==> src/rtl/dual_requester_route_arbiter_pkg.sv <==
// Shared encodings for the dual-requester route arbiter: FSM states,
// destination select values and requester side identifiers.
package dual_requester_route_arbiter_pkg;

  typedef enum logic [1:0] {
    IDLE    = 2'd0,
    SELECT  = 2'd1,
    XFER    = 2'd2,
    RELEASE = 2'd3
  } state_t;

  localparam logic DEST_LEFT  = 1'b0;
  localparam logic DEST_RIGHT = 1'b1;

  localparam logic SIDE_A = 1'b0;
  localparam logic SIDE_B = 1'b1;

endpackage

==> src/rtl/dual_requester_route_arbiter_rr_arbiter2.sv <==
// Two-way round-robin arbiter: combinational one-hot grant, registered
// record of the side most recently granted (B after reset, so A wins first tie).
module rr_arbiter2
  import dual_requester_route_arbiter_pkg::*;
(
  input  logic       clk,
  input  logic       rst,
  input  logic [1:0] req,
  input  logic       load,
  output logic [1:0] grant,
  output logic       last_grant
);

  always_comb begin
    grant = 2'b00;
    unique case (req)
      2'b01:   grant = 2'b01;
      2'b10:   grant = 2'b10;
      2'b11:   grant = (last_grant == SIDE_B) ? 2'b01 : 2'b10;
      default: grant = 2'b00;
    endcase
  end

  always_ff @(posedge clk or negedge rst) begin
    if (!rst)
      last_grant <= SIDE_B;
    else if (load && (req != 2'b00))
      last_grant <= grant[1];
  end

endmodule

==> src/rtl/dual_requester_route_arbiter.sv <==
// Shares the left/right output datapath between requesters A and B; the
// granted side picks a destination with its first word, then streams beats.
module dual_requester_route_arbiter
  import dual_requester_route_arbiter_pkg::*;
#(
  parameter int unsigned DW        = 4,
  parameter int unsigned MAX_BEATS = 4,
  parameter int unsigned TIMEOUT   = 8
) (
  input  logic          clk,
  input  logic          rst,
  input  logic          rqst_a,
  input  logic          confirm_a,
  input  logic [DW-1:0] din_a,
  input  logic          rqst_b,
  input  logic          confirm_b,
  input  logic [DW-1:0] din_b,
  output logic          gnt_a,
  output logic          gnt_b,
  output logic          en_left,
  output logic          en_right,
  output logic [DW-1:0] dout_left,
  output logic [DW-1:0] dout_right,
  output logic          busy,
  output logic          timeout_err
);

  localparam logic [3:0] BEAT_LAST = 4'(MAX_BEATS - 1);
  localparam logic [7:0] IDLE_LAST = 8'(TIMEOUT - 1);

  state_t        state;
  logic          dest;
  logic [3:0]    beat_cnt;
  logic [7:0]    idle_cnt;
  logic [1:0]    grant;
  logic          last_grant;
  logic          own_rqst;
  logic          own_confirm;
  logic [DW-1:0] own_din;
  logic          idle_expire;

  rr_arbiter2 u_arb (
    .clk        (clk),
    .rst        (rst),
    .req        ({rqst_b, rqst_a}),
    .load       (state == IDLE),
    .grant      (grant),
    .last_grant (last_grant)
  );

  // last_grant is updated on the grant edge, so it names the current owner
  always_comb begin
    own_rqst    = (last_grant == SIDE_B) ? rqst_b    : rqst_a;
    own_confirm = (last_grant == SIDE_B) ? confirm_b : confirm_a;
    own_din     = (last_grant == SIDE_B) ? din_b     : din_a;
    idle_expire = (idle_cnt == IDLE_LAST);
  end

  always_ff @(posedge clk or negedge rst) begin
    if (!rst) begin
      state       <= IDLE;
      dest        <= DEST_LEFT;
      beat_cnt    <= '0;
      idle_cnt    <= '0;
      gnt_a       <= 1'b0;
      gnt_b       <= 1'b0;
      en_left     <= 1'b0;
      en_right    <= 1'b0;
      dout_left   <= '0;
      dout_right  <= '0;
      busy        <= 1'b0;
      timeout_err <= 1'b0;
    end else begin
      en_left     <= 1'b0;
      en_right    <= 1'b0;
      timeout_err <= 1'b0;
      unique case (state)
        IDLE: begin
          if (grant != 2'b00) begin
            gnt_a    <= grant[0];
            gnt_b    <= grant[1];
            busy     <= 1'b1;
            idle_cnt <= '0;
            beat_cnt <= '0;
            state    <= SELECT;
          end
        end
        SELECT: begin
          if (!own_rqst) begin
            gnt_a <= 1'b0;
            gnt_b <= 1'b0;
            state <= RELEASE;
          end else if (own_confirm) begin
            dest     <= own_din[0];
            idle_cnt <= '0;
            beat_cnt <= '0;
            state    <= XFER;
          end else if (idle_expire) begin
            timeout_err <= 1'b1;
            gnt_a       <= 1'b0;
            gnt_b       <= 1'b0;
            state       <= RELEASE;
          end else begin
            idle_cnt <= idle_cnt + 8'd1;
          end
        end
        XFER: begin
          if (!own_rqst) begin
            gnt_a <= 1'b0;
            gnt_b <= 1'b0;
            state <= RELEASE;
          end else if (own_confirm) begin
            idle_cnt <= '0;
            beat_cnt <= beat_cnt + 4'd1;
            if (dest == DEST_RIGHT) begin
              dout_right <= own_din;
              en_right   <= 1'b1;
            end else begin
              dout_left <= own_din;
              en_left   <= 1'b1;
            end
            if (beat_cnt == BEAT_LAST) begin
              gnt_a <= 1'b0;
              gnt_b <= 1'b0;
              state <= RELEASE;
            end
          end else if (idle_expire) begin
            timeout_err <= 1'b1;
            gnt_a       <= 1'b0;
            gnt_b       <= 1'b0;
            state       <= RELEASE;
          end else begin
            idle_cnt <= idle_cnt + 8'd1;
          end
        end
        RELEASE: begin
          busy  <= 1'b0;
          state <= IDLE;
        end
        default: state <= IDLE;
      endcase
    end
  end

endmodule

==> config.mk <==
export PLATFORM = sky130hd
export DESIGN_NAME = dual_requester_route_arbiter
export DESIGN_NICKNAME = d
export VERILOG_FILES = /design/src/rtl/dual_requester_route_arbiter_pkg.sv /design/src/rtl/dual_requester_route_arbiter_rr_arbiter2.sv /design/src/rtl/dual_requester_route_arbiter.sv
export SDC_FILE = /design/constraint.sdc
export NUM_CORES = 1
export LEC_CHECK = 0
export ABC_AREA = 1
export BUFFER_PORTS_ARGS = -buffer_cell sky130_fd_sc_hd__clkbuf_2
export CAP_MARGIN = 20
export CELL_PAD_IN_SITES_DETAIL_PLACEMENT = 1
export CELL_PAD_IN_SITES_GLOBAL_PLACEMENT = 1
export CORE_MARGIN = 2
export CORE_UTILIZATION = 37
export CTS_CLUSTER_DIAMETER = 80
export DETAILED_ROUTE_END_ITERATION = 12
export GPL_TIMING_DRIVEN = 0
export PLACE_DENSITY = 0.71
export SLEW_MARGIN = 20
export SYNTH_ARGS = -nofsm -noshare
export SYNTH_HDL_FRONTEND = slang
export SYNTH_SLANG_ARGS = --single-unit
==> constraint.sdc <==
create_clock -name clk -period 1.6 [get_ports clk]
set_input_delay 0.16 -clock clk [delete_from_list [all_inputs] [get_ports clk]]
set_output_delay 0.16 -clock clk [all_outputs]
set_load 0.02 [all_outputs]
==> impl_metrics.csv, run 1 <==
group,metric,value,unit
finish,nFillCells,598,
floorplanning,pin_count,28,
yosys,synth_nets,251,
worst_setup_path,startpoint_type,"flop",
yosys,synthCells,231,
global_route,grtUsageTotal,17.6,%
yosys,synth.cell_area,0.00182,sq mm
worst_setup_path,reg2reg_from,"u_arb.last_grant",
timing,fmax,652,MHz
worst_setup_path,critical_path_required,1.76,ns
power_and_ir_drop,p_leak,1.22,nW
placement,gp_congestion,0.874,
worst_setup_path,r2r_end,"state[0]",
global_route,grt_first_pass_wirelength,7450,microns
finish,layout.nets,300,
power_and_ir_drop,comb_power_share,57.5,%
timing,rsz0062_at_grt,"yes",
power_and_ir_drop,p_sw,2.04,mW
clocking,cts_buffers,5,
routing,drc_errors,0,
timing,skew,0.00258,ns
global_route,grt_max_degree,31,
worst_setup_path,critPathMaxStageDelay,0.53,ns
worst_setup_path,path_cells,"buf_6 -> nand2_2 -> nand2_4 -> nand2_4 -> nor2_2 -> nor2_1 -> nor2_1 -> a21oi_1",
clocking,cts_buffer_depth,2,
yosys,async_flop_share,100,%
timing,fin_ws,0.0660,ns
floorplanning,initial_utilization,38.6,%
timing,setup_viol,0,
timing,max_slew_margin,48.9,%
yosys,synth-seq-area-share,41.3,%
yosys,synth.area.top_cells,"dfrtp_1, nand2_1, inv_1",
run,drv_cap,0,
placement,post-dp-hpwl,3110,microns
clocking,cts_tree,"done",
worst_hold_path,hold_class,"primary input to flop",
yosys,yosysTopAreaCell,"dfrtp_1",
worst_setup_path,crit_arrival,1.70,ns
yosys,synth-main-ff-cell,"dfrtp_1",
routing,drt_wl_total,4410,microns
worst_setup_path,setup.worst_path.end,"state[0]",
placement,pre_cts_slack,-0.188,ns
finish,multi_input_area,958,sq um
placement,io_buffer_count,27,
global_route,grt_pass1_vias,1680,
yosys,ys_ff_latch,30,
floorplanning,rows,25,
clocking,clkSinkCount,30,
worst_setup_path,ff2ff_setup_slack,0.07,ns
worst_setup_path,rr_worst_depth,8,
timing,min_period,1.53,ns
yosys,netlist_top_cells_count,"nand2_1, dfrtp_1, inv_1",
power_and_ir_drop,p_sw_share,42.1,%
power_and_ir_drop,total_power,4.85,mW
finish,design_area,0.00241,sq mm
global_route,grt_overflow_total,0,
floorplanning,die_h,74.2,microns
routing,routed_via_density,4.64,
yosys,yosysWarnings,0,
power_and_ir_drop,internal_power,2.81,mW
power_and_ir_drop,peakVddDrop,1.13,mV
yosys,synth_top_cell_area_share,39.8,%
clocking,clk_pin_slew,0.07,ns
power_and_ir_drop,clockPowerShare,19.6,%
worst_setup_path,endpoint_kind,"flop",
clocking,htree_levels,2,
clocking,clock_latency,0.27,ns
floorplanning,core_area,0.00472,sq mm
worst_setup_path,critPathMaxFanout,8,
power_and_ir_drop,power_density,2010,mW/mm^2
timing,final_hold_viol_count,0,
timing,tns,0,ns
run_status,status,"finished clean",
routing,wire_per_inst,12.7,microns
routing,first_pass_iters,4,
finish,final-seq-area,753,sq um
clocking,cts_root_buf,"clkbuf_8",
yosys,avgSynthCellArea,7.89,sq um
timing,worst_slew_pin_slew,0.766,ns
yosys,synth_cell_types,26,
finish,final_layout_size_suffix_gt1_share,36.3,%
routing,vias,1614,
placement,place_area,0.00205,sq mm
yosys,synth-edff-count,0,
power_and_ir_drop,pwr-share-seq,22.9,%
floorplanning,die_w,74.2,microns
routing,drtIter0Drc,48,
worst_setup_path,cpMaxStageDelayCell,"dfstp_2",
global_route,antenna_found_initial,0,
worst_setup_path,path_class,"flop to flop",
finish,area_growth,32.2,%
timing,maxSlewViolCount,0,
timing,fin_crit_sh,95.9,%
worst_setup_path,timing.critical_path.from,"u_arb.last_grant",
timing,fin_hold_ws,0.200,ns
floorplanning,die_area,0.00550,sq mm
yosys,yosysMostFrequentCell,"nand2_1",
routing,final_antenna_net_count,0,
finish,n_antenna_cell,0,
[per-layer routing]
layer	track usage (%)	share of wire, %
met5	0	0
met4	6.06	0.91
met3	3.12	2.3
met2	29.7	49
met1	22.9	48
[worst min path at each step]
stage	from	end	slack, ns	depth (start not counted)
floorplan	rst	beat_cnt[0]	-0.14	0
global placement	rst	idle_cnt[3]	0.27	1
detailed placement	rst	idle_cnt[1]	0.28	1
CTS	rqst_b	u_arb.last_grant	0.18	3
global route	rqst_b	u_arb.last_grant	0.24	3
finish	rqst_b	u_arb.last_grant	0.20	3
[kinds of logic (layout without fill, tap and decap cells)]
| group | after synthesis | in the layout | synth area share (%) |
|---|---|---|---|
| simple gates | 124 | 124 | 34.6 |
| buf+inv | 38 | 88 | 9.48 |
| compound gates | 32 | 32 | 10.0 |
| flops | 30 | 30 | 41.3 |
| fa+ha+maj | 6 | 6 | 4.12 |
| xor+xnor | 1 | 1 | 0.481 |
[critical path, delay by kind of cell, from the launching register on]
kind | cells | cell delay [ns]
compound gates | 1 | 0.05
buf+inv | 1 | 0.15
flops | 1 | 0.53
simple gates | 6 | 0.69
[state kept, by name, summed over array words and instances, names as in the netlist, 2 cells and up]
signal,count
idle_cnt,8
beat_cnt,4
dout_left,4
dout_right,4
state,2
[through the flow]
stage,cells,util (%)
floorplan,231,-
global placement,325,43.4
detailed placement,325,43.4
CTS,345,49.6
global route,348,51.0
finish,348,51.0
[power by group through the flow]
stage | clock, mW | combinational, mW | sequential, mW
5_1_grt | 1.01 | 3.09 | 1.13
2_1_floorplan | 0 | 1.42 | 1.28
3_3_place_gp | 0 | 2.05 | 1.12
4_1_cts | 0.984 | 2.65 | 1.10
6_report | 0.953 | 2.79 | 1.11
3_5_place_dp | 0 | 2.08 | 1.13
[layout by cell type, fill, tap and decap left out, types with 3 or more instances in the layout]
cell      synthesis  layout
nand2_1          61      56
dfrtp_1          29      28
clkbuf_2          0      27
inv_1            29      26
nand2_2          13      17
o21ai_0          18      15
nand3_1          14      14
nor2_1           14      14
buf_4             0      11
nand4_1           7       7
o21ai_2           6       6
a21oi_1           6       6
clkbuf_8          0       6
inv_2             4       5
nand2_4           4       5
o21ai_1           2       4
buf_6             3       3
nor2_4            2       3
ha_1              6       3
[cell type report]
class	count	share of cell area, %
Buffer	2	1.09
Clock buffer	6	3.43
Clock inverter	2	2.49
Inverter	35	6.08
Multi-Input combinational cell	163	39.8
Sequential cell	30	31.3
Tap cell	67	3.48
Timing Repair Buffer	43	12.4
[what timing repair did]
item	4_1_cts	5_1_grt
pin swaps	7	8
gates cloned	1	0
resized for setup	9	18
endpoints found under the hold margin	29	0
endpoints found under the setup margin	24	24
buffers inserted	10	4
hold buffers	1	0
No activity file was read; power rests on OpenSTA's default activity.
==> run 2: changes to the inputs <==
--- a/config.mk
+++ b/config.mk
@@ -5,17 +5,16 @@
 export SDC_FILE = /design/constraint.sdc
 export NUM_CORES = 1
 export LEC_CHECK = 0
-export ABC_AREA = 1
 export BUFFER_PORTS_ARGS = -buffer_cell sky130_fd_sc_hd__clkbuf_2
 export CAP_MARGIN = 20
 export CELL_PAD_IN_SITES_DETAIL_PLACEMENT = 1
 export CELL_PAD_IN_SITES_GLOBAL_PLACEMENT = 1
 export CORE_MARGIN = 2
-export CORE_UTILIZATION = 37
+export CORE_UTILIZATION = 38
 export CTS_CLUSTER_DIAMETER = 80
 export DETAILED_ROUTE_END_ITERATION = 12
 export GPL_TIMING_DRIVEN = 0
-export PLACE_DENSITY = 0.71
+export PLACE_DENSITY = 0.7
 export SLEW_MARGIN = 20
 export SYNTH_ARGS = -nofsm -noshare
 export SYNTH_HDL_FRONTEND = slang
==> run 2 against run 1 <==
  * The flow now finishes with violations (negative setup slack)
  * Clock power is 34% lower
  * Sequential share of layout area is 0.82 points lower
  * Clock-buffer cell count is 1 higher
==> impl_metrics.csv, run 2 <==
group,metric,value,unit
timing,fmax,533,MHz
worst_setup_path,path_class,"flop to flop",
clocking,htree_levels,2,
routing,vias,1633,
global_route,grt_pass1_vias,1699,
timing,fin_hold_ws,0.200,ns
placement,gp_congestion,0.760,
routing,first_pass_iters,4,
routing,drc_errors,0,
yosys,synthCells,175,
clocking,clkSinkCount,30,
yosys,synth_cell_types,46,
timing,rsz0062_at_grt,"yes",
timing,fin_ws,-0.278,ns
timing,maxSlewViolCount,0,
yosys,yosysTopAreaCell,"dfrtp_1",
yosys,synth-main-ff-cell,"dfrtp_1",
routing,highest_layer,"met4",
routing,routed_via_density,5.65,
placement,post-dp-hpwl,3120,microns
yosys,muxShareOfSynthArea,6.17,%
run_status,failed_checks,"negative setup slack",
yosys,netlist_top_cells_count,"dfrtp_1, nand2_1, nor2_1, o21ai_0",
routing,wire_per_inst,19.2,microns
routing,final_antenna_net_count,0,
floorplanning,die_w,70.9,microns
worst_setup_path,path_cells,"inv_2 -> ha_4 -> inv_6 -> or4_4 -> and4_4 -> a32o_1",
yosys,synth_top_family_by_area,"simple AND/OR/NAND/NOR gates",
clocking,clock_latency,0.28,ns
power_and_ir_drop,p_leak,1.09,nW
floorplanning,die_h,70.9,microns
timing,worst_slew_pin_slew,0.767,ns
placement,io_buffer_count,25,
timing,skew,0.00187,ns
yosys,synth-edff-count,0,
finish,n_antenna_cell,0,
worst_setup_path,cpMaxStageDelayCell,"or4_4",
yosys,yosys.area_share.simple,22.0,%
timing,max_slew_margin,48.8,%
yosys,yosysMostFrequentCell,"dfrtp_1",
clocking,cts_buffer_depth,2,
timing,min_period,1.88,ns
timing,setup_viol,25,
routing,drt_wl_total,5560,microns
floorplanning,rows,24,
finish,final_layout_size_suffix_gt1_share,46.0,%
finish,mostFrequentLayoutCell,"dfrtp_1",
floorplanning,initial_utilization,39.4,%
yosys,synth.cell_area,0.00170,sq mm
yosys,async_flop_share,100,%
finish,largest_reg_flops,8,
run_status,status,"finished with violations",
yosys,yosysWarnings,0,
routing,wl_met3,172,microns
yosys,avgSynthCellArea,9.73,sq um
finish,area_growth,45.5,%
worst_hold_path,worstHoldPathCells,3,
yosys,synth_top_cell_area_share,42.6,%
finish,layout.nets,256,
worst_hold_path,hold_class,"primary input to flop",
timing,fin_crit_sh,117,%
yosys,synth.area.top_cells,"dfrtp_1, mux2i_1, ha_1",
yosys,yosys.area_share.adder,4.41,%
clocking,cts_tree,"done",
global_route,grt_first_pass_wirelength,8480,microns
yosys,ys_ff_latch,30,
floorplanning,core_area,0.00432,sq mm
power_and_ir_drop,total_power,4.04,mW
routing,drtIter0Drc,60,
finish,layout_common_cells,"dfrtp_1, buf_4, clkbuf_2",
timing,tns,-3.86,ns
clocking,cts_buffers,5,
power_and_ir_drop,peakVddDrop,0.709,mV
finish,largest-register,"idle_cnt",
worst_setup_path,startpoint_type,"flop",
routing,met1Wirelength,2430,microns
finish,stdcell_count,289,
power_and_ir_drop,power_density,1630,mW/mm^2
yosys,synth_xor_xnor_area_share,0.514,%
global_route,antenna_found_initial,0,
worst_setup_path,critPathMaxFanout,6,
global_route,grt_overflow_total,0,
floorplanning,pin_count,28,
run,drv_cap,0,
global_route,grtUsageTotal,21.7,%
timing,final_hold_viol_count,0,
finish,post-route-util,57.3,%
yosys,synth_nets,195,
worst_setup_path,critical_path_required,1.77,ns
yosys,synth-seq-area-share,44.2,%
clocking,clk_pin_slew,0.06,ns
worst_setup_path,cp_num_cells,6,
worst_setup_path,endpoint_kind,"flop",
placement,place_inst,252,
clocking,cts_root_buf,"clkbuf_8",
routing,wl_met2,2880,microns
worst_setup_path,crit_family,"simple AND/OR/NAND/NOR gates",
worst_setup_path,rr_worst_depth,6,
worst_setup_path,crit_arrival,2.05,ns
global_route,grt_max_degree,31,
yosys,synth-compound-area-share,17.9,%
worst_setup_path,path_buf_inv,2,
floorplanning,die_area,0.00503,sq mm
worst_setup_path,critPathMaxStageDelay,0.54,ns
[run 2: cell count changes after synthesis, moves of 5 or more]
| cell | previous run | this run |
|---|---|---|
| o21ai_2 | 6 | 0 |
| nand2_1 | 61 | 20 |
| buf_2 | 0 | 6 |
| inv_1 | 29 | 7 |
| nor2_1 | 14 | 9 |
| nand2_2 | 13 | 0 |
| nand4_1 | 7 | 2 |
| nand3_1 | 14 | 8 |
| mux2i_1 | 0 | 8 |
| o21ai_0 | 18 | 9 |
[run 2: per-layer routing]
metal	track usage, %	up-vias
met5	0	-
met4	7.13	0
met3	5.56	8
met2	36.9	32
met1	27.0	821
li1	-	772
[run 2: cells by family after synthesis]
group | count (synthesis)
flip-flops | 30
adder cells (fa/ha/maj) | 6
XOR/XNOR | 1
AO/OA/AOI/OAI | 45
buffers and inverters | 16
AND/OR/NAND/NOR | 67
multiplexers | 10
[run 2: worst reg2reg max path: cells and delay by family (launching register included)]
kind | cells | cell delay, ns
adders and majority gates | 1 | 0.21
and+or+nand+nor | 2 | 0.73
AOI/OAI and AO/OA | 1 | 0.24
DFF | 1 | 0.41
buffers and inverters | 2 | 0.18
[run 2: area by class of cell]
type	instances	area, sq um
buffer	5	40.0
clock buffer	7	86.3
clock inverter	1	5.00
fill	489	1850
inverter	7	31.3
multi-input combinational	129	1070
sequential	30	754
tap	52	65.1
timing repair buffer	58	424
[run 2: report_power, final]
group          switching (mW)  internal [mW]
logic                    1.28           1.06
registers               0.129          0.942
clock network           0.281          0.346
total                    1.69           2.35
[run 2: through the flow]
step | instance area, sq um | setup WS, ns
2_1_floorplan | 1760 | -0.164
3_3_place_gp | 1950 | -0.292
3_5_place_dp | 1950 | -0.329
4_1_cts | 2320 | -0.222
5_1_grt | 2480 | -0.317
6_report | 2480 | -0.278
[run 2: worst paths after layout]
| kind | to | startpoint | slack, ns |
|---|---|---|---|
| setup / recovery | gnt_b | state[0] | -0.28 |
| max in group asynchronous | idle_cnt[3] | rst | 0.59 |
| hold / removal | dout_right[2] | din_a[2] | 0.20 |
| hold reg to reg | busy | busy | 0.48 |
| min in group asynchronous | busy | rst | 0.48 |
| setup reg to reg | gnt_b | state[0] | -0.28 |
[run 2: repair_timing]
action                                 4_1_cts  5_1_grt
endpoints found under the hold margin       29        0
buffers inserted                            19       12
hold buffers                                 1        0
pin swaps                                   13       13
gates cloned                                 1        1
resized for setup                           30       23
setup endpoints to repair                   26       25
==> run 3: changes to the inputs <==
--- a/config.mk
+++ b/config.mk
@@ -15,6 +15,7 @@
 export DETAILED_ROUTE_END_ITERATION = 12
 export GPL_TIMING_DRIVEN = 0
 export PLACE_DENSITY = 0.7
+export SETUP_SLACK_MARGIN = 0.2
 export SLEW_MARGIN = 20
 export SYNTH_ARGS = -nofsm -noshare
 export SYNTH_HDL_FRONTEND = slang
==> run 3 against run 2 <==
  * The flow still finishes with violations (negative setup slack)
  * Clock power up 3%
  * Combinational power up 12%
  * Power up 8.0%
  * Register-to-register slack worse by 0.08 ns
  * Worst hold slack worse by 0.0017 ns
  * Flip-flop and latch count unchanged
  * Cell area up 5.6%
  * Worst setup slack worse by 0.080 ns
  * Sequential power about the same
  * Die area unchanged
  * Critical path depth up 2
  * Global-route usage up 2.7 points
  * Critical endpoint is now idle_cnt[6]
==> impl_metrics.csv, run 3 (synthesis gave the netlist of run 2 again) <==
group,metric,value,unit
worst_setup_path,critPathMaxFanout,8,
routing,first_pass_iters,4,
timing,tns,-4.70,ns
floorplanning,initial_utilization,39.4,%
routing,routed_via_density,5.86,
finish,final_layout_size_suffix_gt1_share,53.3,%
floorplanning,rows,24,
finish,stdcell_count,296,
global_route,antenna_found_initial,0,
finish,post-route-util,60.5,%
finish,design_area,0.00262,sq mm
routing,drc_errors,0,
timing,fin_ws,-0.358,ns
global_route,grtUsageTotal,24.4,%
placement,place_area,0.00198,sq mm
timing,fmax,511,MHz
timing,final_hold_viol_count,0,
timing,fin_crit_sh,122,%
routing,highest_layer,"met4",
clocking,clkSinkCount,30,
routing,vias,1735,
routing,final_antenna_net_count,0,
global_route,grt_first_pass_wirelength,9490,microns
placement,io_buffer_count,25,
worst_setup_path,path_buf_inv,3,
floorplanning,die_w,70.9,microns
placement,place_inst,252,
routing,wire_per_inst,21.2,microns
finish,layout.nets,263,
global_route,grt_pass1_vias,1863,
power_and_ir_drop,peakVddDrop,0.828,mV
finish,area_growth,53.6,%
run,drv_cap,0,
timing,min_period,1.96,ns
timing,skew,0.00614,ns
routing,met1Wirelength,2670,microns
global_route,grt_overflow_total,0,
timing,fin_hold_ws,0.198,ns
clocking,cts_tree,"done",
clocking,clock_latency,0.29,ns
worst_setup_path,startpoint_type,"flop",
placement,pre_cts_slack,-0.371,ns
clocking,cts_buffer_depth,2,
worst_setup_path,critical_path_required,1.81,ns
routing,wl_met2,3190,microns
worst_setup_path,endpoint_kind,"flop",
placement,gp_congestion,0.799,
placement,post-dp-hpwl,3190,microns
worst_setup_path,critPathMaxStageDelay,0.37,ns
floorplanning,pin_count,28,
global_route,grt_max_degree,31,
clocking,cts_root_buf,"clkbuf_8",
power_and_ir_drop,total_power,4.37,mW
timing,worst_slew_pin_slew,0.765,ns
clocking,cts_buffers,5,
routing,wl_met3,310,microns
finish,largest-register,"idle_cnt",
finish,layout_common_cells,"dfrtp_1, buf_4, clkbuf_2",
floorplanning,die_area,0.00503,sq mm
run_status,status,"finished with violations",
routing,drtIter0Drc,87,
finish,largest_reg_flops,8,
floorplanning,core_area,0.00432,sq mm
floorplanning,die_h,70.9,microns
clocking,htree_levels,2,
power_and_ir_drop,p_leak,1.13,nW
finish,nFillCells,485,
power_and_ir_drop,power_density,1670,mW/mm^2
worst_hold_path,hold_class,"primary input to flop",
timing,maxSlewViolCount,0,
worst_setup_path,crit_arrival,2.17,ns
timing,rsz0062_at_grt,"yes",
worst_setup_path,path_class,"flop to flop",
finish,n_antenna_cell,0,
worst_setup_path,cpMaxStageDelayCell,"dfrtp_1",
timing,setup_viol,24,
clocking,clk_pin_slew,0.07,ns
timing,max_slew_margin,49.0,%
run_status,failed_checks,"negative setup slack",
worst_setup_path,path_cells,"inv_2 -> ha_4 -> o22ai_4 -> a21o_1 -> buf_6 -> buf_4 -> nor4_2 -> mux2i_1",
routing,drt_wl_total,6280,microns
worst_setup_path,crit_family,"flip-flops",
-- run 3: final cells by class --
| type | count | area (sq um) | area share, % |
|---|---|---|---|
| plain buffers | 9 | 96.3 | 3.68 |
| clock buffers | 7 | 86.3 | 3.30 |
| clock inverters | 1 | 5.00 | 0.191 |
| inverters | 7 | 35.0 | 1.34 |
| multi-input cells | 129 | 1150 | 44.0 |
| flip-flops and latches | 30 | 753 | 28.8 |
| well taps | 52 | 65.1 | 2.49 |
| repair buffers | 61 | 424 | 16.2 |
-- run 3: timing repair --
item	4_1_cts	5_1_grt
resized for setup	32	33
hold buffers	1	0
pin swaps	8	16
setup endpoints to repair	28	30
hold endpoints to repair	29	0
cloned	2	0
buffers inserted	24	9
-- run 3: power by group --
part | total [mW] | internal [mW] | switching [mW]
registers | 1.09 | 0.942 | 0.147
logic | 2.63 | 1.20 | 1.43
clock network | 0.646 | 0.347 | 0.300
-- run 3: worst reg2reg max path: stages, from the launching register on --
cell     delay [ns]
dfrtp_1        0.37
inv_2          0.08
ha_4           0.34
o22ai_4        0.08
a21o_1         0.19
buf_6          0.15
buf_4          0.14
nor4_2         0.32
mux2i_1        0.22
-- run 3: metal layers --
layer | up-vias | track usage [%]
met2 | 57 | 40.8
met3 | 12 | 6.13
met5 | - | 0
met4 | 0 | 9.64
li1 | 784 | -
met1 | 882 | 30.4
-- run 3: path summary, 6_finish.rpt --
kind                                from            end  slack [ns]  cells after the start
worst max-delay path            state[0]    idle_cnt[6]       -0.36                      8
worst min-delay path            din_a[1]  dout_right[1]        0.20                      3
worst max register to register  state[0]    idle_cnt[6]       -0.36                      8
worst min register to register      busy           busy        0.49                      2
max in group asynchronous            rst    idle_cnt[3]        0.59                      2
min in group asynchronous            rst    beat_cnt[2]        0.47                      2
